## config.mk

```make
export PLATFORM = sky130hd
export DESIGN_NAME = button_debouncer_array
export DESIGN_NICKNAME = d
export VERILOG_FILES = /design/src/rtl/button_debouncer_array.sv
export SDC_FILE = /design/constraint.sdc
export NUM_CORES = 1
export LEC_CHECK = 0
export CORE_ASPECT_RATIO = 1.4
export CORE_MARGIN = 4
export CORE_UTILIZATION = 35
export DETAILED_ROUTE_END_ITERATION = 8
export PLACE_DENSITY = 0.47
export SYNTH_ARGS = -nofsm -noshare
export SYNTH_HDL_FRONTEND = slang
export SYNTH_SLANG_ARGS = --single-unit
```

## constraint.sdc

```tcl
create_clock -name i_clk -period 3.6 [get_ports i_clk]
set_clock_uncertainty 0.15 [all_clocks]
set_input_delay 1.08 -clock i_clk [delete_from_list [all_inputs] [get_ports i_clk]]
set_output_delay 1.08 -clock i_clk [all_outputs]
set_load 0.005 [all_outputs]
```

## src/rtl/button_debouncer_array.sv

```systemverilog
// Multi-channel push-button debouncer: synchroniser, tick-based stability filter,
// and per-channel hold FSM emitting press/release/long/repeat pulses.
module button_debouncer_array #(
  parameter int CHANNELS     = 4,
  parameter int TICK_DIV     = 128000,
  parameter int STABLE_TICKS = 4,
  parameter int LONG_TICKS   = 250,
  parameter int REPEAT_TICKS = 25,
  parameter int ACTIVE_LOW   = 1
) (
  input  logic                i_clk,
  input  logic                i_rst_n,
  input  logic [CHANNELS-1:0] i_buttons,
  output logic [CHANNELS-1:0] o_state,
  output logic [CHANNELS-1:0] o_press,
  output logic [CHANNELS-1:0] o_release,
  output logic [CHANNELS-1:0] o_long,
  output logic [CHANNELS-1:0] o_repeat
);

  localparam int DIV_W    = (TICK_DIV > 1) ? $clog2(TICK_DIV) : 1;
  localparam int SC_W     = $clog2(STABLE_TICKS + 1);
  localparam int HOLD_MAX = (LONG_TICKS > REPEAT_TICKS) ? LONG_TICKS : REPEAT_TICKS;
  localparam int HC_W     = $clog2(HOLD_MAX + 1);

  localparam logic [1:0] S_IDLE    = 2'd0;
  localparam logic [1:0] S_PRESSED = 2'd1;
  localparam logic [1:0] S_HELD    = 2'd2;

  // Pin level of a released button; also the XOR mask that maps pins to "pressed".
  localparam logic [CHANNELS-1:0] REL_LEVEL = {CHANNELS{ACTIVE_LOW != 0}};

  logic [DIV_W-1:0]    r_div;
  logic                w_tick;
  logic [CHANNELS-1:0] r_sync1;
  logic [CHANNELS-1:0] r_sync2;
  logic [CHANNELS-1:0] w_level;

  assign w_tick = (r_div == DIV_W'(TICK_DIV - 1));

  always_ff @(posedge i_clk or negedge i_rst_n) begin
    if (!i_rst_n) begin
      r_div <= '0;
    end else if (w_tick) begin
      r_div <= '0;
    end else begin
      r_div <= r_div + DIV_W'(1);
    end
  end

  always_ff @(posedge i_clk or negedge i_rst_n) begin
    if (!i_rst_n) begin
      r_sync1 <= REL_LEVEL;
      r_sync2 <= REL_LEVEL;
    end else begin
      r_sync1 <= i_buttons;
      r_sync2 <= r_sync1;
    end
  end

  assign w_level = r_sync2 ^ REL_LEVEL;

  genvar gi;
  generate
    for (gi = 0; gi < CHANNELS; gi++) begin : g_ch
      logic [SC_W-1:0] r_scnt;
      logic [HC_W-1:0] r_hcnt;
      logic [1:0]      r_fsm;
      logic            r_state;
      logic            r_press;
      logic            r_release;
      logic            r_long;
      logic            r_repeat;
      logic            w_accept;
      logic            w_acc_press;
      logic            w_acc_release;
      logic            w_long_hit;
      logic            w_rep_hit;

      assign w_accept      = (w_level[gi] != r_state) && w_tick &&
                             (r_scnt == SC_W'(STABLE_TICKS - 1));
      assign w_acc_press   = w_accept && w_level[gi];
      assign w_acc_release = w_accept && !w_level[gi];
      assign w_long_hit    = (r_fsm == S_PRESSED) && w_tick &&
                             (r_hcnt == HC_W'(LONG_TICKS - 1));
      assign w_rep_hit     = (REPEAT_TICKS != 0) && (r_fsm == S_HELD) && w_tick &&
                             (r_hcnt == HC_W'(REPEAT_TICKS - 1));

      // A single agreeing cycle restarts the filter, even between ticks.
      always_ff @(posedge i_clk or negedge i_rst_n) begin
        if (!i_rst_n) begin
          r_state   <= 1'b0;
          r_scnt    <= '0;
          r_press   <= 1'b0;
          r_release <= 1'b0;
        end else begin
          r_press   <= w_acc_press;
          r_release <= w_acc_release;
          if (w_level[gi] == r_state) begin
            r_scnt <= '0;
          end else if (w_tick) begin
            if (w_accept) begin
              r_state <= w_level[gi];
              r_scnt  <= '0;
            end else begin
              r_scnt <= r_scnt + SC_W'(1);
            end
          end
        end
      end

      // A release accepted on the same edge suppresses any long/repeat pulse.
      always_ff @(posedge i_clk or negedge i_rst_n) begin
        if (!i_rst_n) begin
          r_fsm    <= S_IDLE;
          r_hcnt   <= '0;
          r_long   <= 1'b0;
          r_repeat <= 1'b0;
        end else begin
          r_long   <= w_long_hit && !w_acc_release;
          r_repeat <= w_rep_hit && !w_acc_release;
          if (w_acc_release) begin
            r_fsm  <= S_IDLE;
            r_hcnt <= '0;
          end else begin
            case (r_fsm)
              S_IDLE: begin
                if (w_acc_press) begin
                  r_fsm  <= S_PRESSED;
                  r_hcnt <= '0;
                end
              end
              S_PRESSED: begin
                if (w_long_hit) begin
                  r_fsm  <= S_HELD;
                  r_hcnt <= '0;
                end else if (w_tick) begin
                  r_hcnt <= r_hcnt + HC_W'(1);
                end
              end
              S_HELD: begin
                if (w_rep_hit) begin
                  r_hcnt <= '0;
                end else if (w_tick && (REPEAT_TICKS != 0)) begin
                  r_hcnt <= r_hcnt + HC_W'(1);
                end
              end
              default: begin
                r_fsm  <= S_IDLE;
                r_hcnt <= '0;
              end
            endcase
          end
        end
      end

      assign o_state[gi]   = r_state;
      assign o_press[gi]   = r_press;
      assign o_release[gi] = r_release;
      assign o_long[gi]    = r_long;
      assign o_repeat[gi]  = r_repeat;
    end
  endgenerate

endmodule

```

==> results of run 1 <==
timing repair:
item / in CTS / in global routing
gates resized for setup: 0 / 1
hold buffers: 0 / 0
hold endpoints to repair: 0 / 0
setup endpoints to repair: 0 / 1
through the flow:
stage               cell area, um^2  worst slack (ps)  hold WS [ps]
CTS                            5810               272           208
finish                         5810               391           207
detailed placement             5540               279           199
global route                   5810               137           210
global placement               5540               402           197
floorplan                      5180               784           195
sequential cells by signal, indices dropped and copies added (netlist names):
| name | count |
|---|---|
| g_ch.r_fsm | 8 |
| g_ch.r_long | 4 |
| g_ch.r_scnt | 12 |
| r_div | 17 |
| g_ch.r_repeat | 4 |
| g_ch.r_hcnt | 32 |
| r_sync2 | 4 |
| g_ch.r_press | 4 |
| g_ch.r_state | 4 |
| r_sync1 | 4 |
| g_ch.r_release | 4 |
worst max path at each step:
stage,slack [ps],cells past startpoint,from,end
4_1_cts,270,8,r_div[0],g_ch[1].r_hcnt[7]
5_1_grt,140,8,r_div[0],g_ch[3].r_hcnt[6]
3_5_place_dp,280,8,r_div[0],g_ch[1].r_hcnt[7]
2_1_floorplan,780,8,r_div[0],g_ch[2].r_hcnt[0]
6_report,390,7,r_div[0],g_ch[3].r_fsm[0]
3_3_place_gp,400,8,r_div[0],g_ch[1].r_hcnt[5]
layer usage:
layer / part of all wire / vias to the layer above / GRT usage
li1: - / 1850 / -
met1: 0.47 / 1828 / 0.173
met2: 0.49 / 39 / 0.221
met3: 0.018 / 11 / 0.0175
met4: 0.019 / 0 / 0.0528
met5: 0 / - / 0
power by group through the flow:
stage	Sequential [uW]	Clock [uW]	Combinational, uW
4_1_cts	1100	927	36.9
6_report	1100	892	34.1
5_1_grt	1100	976	40.6
3_3_place_gp	1120	0	36.2
3_5_place_dp	1120	0	36.8
2_1_floorplan	1120	0	3.82
cells in the mapped netlist (all sizes together) (3+ instances only):
master | number | area share
xor2 | 16 | 0.027
nand2 | 45 | 0.033
a31oi | 3 | 0.0036
clkbuf | 14 | 0.010
a211o | 3 | 0.0051
inv | 28 | 0.020
nor3 | 20 | 0.019
nor2b | 7 | 0.0085
o21ai | 18 | 0.017
nand3b | 4 | 0.0058
dfrtp | 89 | 0.43
xnor2 | 18 | 0.030
o31ai | 9 | 0.013
a211oi | 6 | 0.0087
nor3b | 4 | 0.0058
nor4 | 11 | 0.015
or4 | 4 | 0.0065
buf | 21 | 0.030
o21a | 4 | 0.0058
nand2b | 4 | 0.0048
mux2i | 4 | 0.0077
nand3 | 20 | 0.019
and3 | 6 | 0.0073
dfstp | 8 | 0.041
nor2 | 60 | 0.044
nand4 | 17 | 0.023
a22oi | 3 | 0.0044
a21oi | 22 | 0.021
and2 | 7 | 0.0085
ha | 33 | 0.080
cell type report:
class	instances	area, um^2
Fill cell	1442	8700
Sequential cell	97	2440
Multi-Input combinational cell	371	2440
Timing Repair Buffer	34	328
Clock buffer	15	268
Tap cell	189	236
Inverter	28	105
kinds of logic (layout without fill, tap and decap cells):
group	after synthesis	in the layout	synth area share
xor gates and xnor gates	34	34	0.0575
and+or+nand+nor	216	216	0.215
AOI/OAI and AO/OA	84	84	0.109
muxes	4	4	0.00774
DFF	97	97	0.471
adders and majority gates	33	33	0.0798
buffers and inverters	63	77	0.0604
==> results.yml, run 1 <==
outcome:
  outcome: "completed"
logic_synthesis:
  yosysSeqAreaShare: 0.471
  syn_avg_cell_area_um2: 9.75
  synth-seq-cells: 97
  synth_area_mm2: 0.00518
  yosys.cell_types.count: 53
  async_flop_share: 1.00
  synth_flop_cell: "dfrtp_1"
  ys.warnings.count: 0
  synthCells: 531
  synth_edf_count: 0
  synth_nets: 570
floorplan:
  row_count: 52
  die_h_um: 152
  core_area_mm2: 0.0145
  start_util: 0.357
  chipWidth_um: 111
  pin_count: 26
  fp.dieArea_mm2: 0.0168
timing:
  setup_viol: 0
  setup-tns-final_ps: 0
  final_hold_viol_count: 0
  slew_violations: 0
  fin_crit_sh: 0.891
  worst_pin_slew_ps: 786
  timing.final.crit_period_ps: 3210
  relSlewSlack: 0.472
  rsz0062_at_grt: "no"
  max_freq_mhz: 312
detailed_routing:
  totalWireLength_um: 10600
  drt_iter0_markers: 173
  dr.pass1.iters: 4
  drt-vias-per-instance: 5.08
  num_vias: 3728
  wl_per_cell_um: 14.4
  ant_nets: 0
  drcViolationCount: 0
finish:
  nets: 580
  n_antenna_cell: 0
  layout_common_cells: "dfrtp_1 (89), nor2_1 (60), nand2_1 (45)"
  final_core_util: 0.401
  areaGrowthSynthToFinish_pct: 12.3
  layout_commonest_cell: "dfrtp_1"
  layout-drive-gt1-share: 0.0697
  final_cells: 734
hold_path:
  hold_start: "r_sync1[3]"
  worstHoldEndpoint: "r_sync2[3]"
  hold_class: "reg -> reg"
  hold_depth: 0
worst_setup_path:
  r2r_cells: 7
  path_buf_inv: 1
  worst-setup-path-type: "reg -> reg"
  arrival_ps: 3300
  worstReg2RegEnd: "g_ch[3].r_fsm[0]"
  crit_required_ps: 3690
  r2r_start: "r_div[0]"
  reg2reg_slack_ps: 390
  worstPathCellList: "ha_1 -> nand4_1 -> or4_1 -> buf_4 -> o31ai_1 -> or4b_1 -> a221oi_1"
  worst_path_largest_cell_delay_ps: 730
  crit_path_end_kind: "flop"
  slowest_stage: "or4_1"
  worst_setup_path_start_kind: "flop"
  cp_max_fo: 10
  crit_family: "simple AND/OR/NAND/NOR gates"
grt:
  grt_overflow_total: 0
  grt_max_degree: 40
  grt_pass1_wl_um: 18500
  antenna_found_initial: 0
  first_global_vias: 3739
  grt.total_usage: 0.132
placed_design:
  dp_hpwl_um: 7650
  placed_cells: 719
  io_buffers: 25
  finalWeightedCongestion: 0.776
cts:
  cts_buffers: 9
  clk_latency_ps: 340
  htreeDepth: 3
  cts_tree: "done"
  clock-sinks: 97
  cts_setup_buffers: 0
  cts.clk_slew.worst_paths_ps: 60
  cts.path.max_buffers: 2
  clock_tree.root_cell: "clkbuf_16"
pwr:
  p_total_uw: 2030
  swShare: 0.205
  p_clk_frac: 0.440
  p_comb_frac: 0.017
  power_leakage_uw: 0.00247
  peakVddDrop_mv: 0.241
  power.internal_uw: 1610
  sequentialPowerShare: 0.543
  p_sw_uw: 417
  power.density_mw_per_mm2: 349
flow_run:
  drv_cap: 0
No activity file was read; power rests on OpenSTA's default activity.
==> run 2: changes to the inputs <==
--- a/config.mk
+++ b/config.mk
@@ -10,6 +10,7 @@
 export CORE_UTILIZATION = 35
 export DETAILED_ROUTE_END_ITERATION = 8
 export PLACE_DENSITY = 0.47
+export SKIP_CTS_REPAIR_TIMING = 1
 export SYNTH_ARGS = -nofsm -noshare
 export SYNTH_HDL_FRONTEND = slang
 export SYNTH_SLANG_ARGS = --single-unit
==> results of run 2 <==
Same layout as run 1: the final DEF is identical, and so are final timing and power.
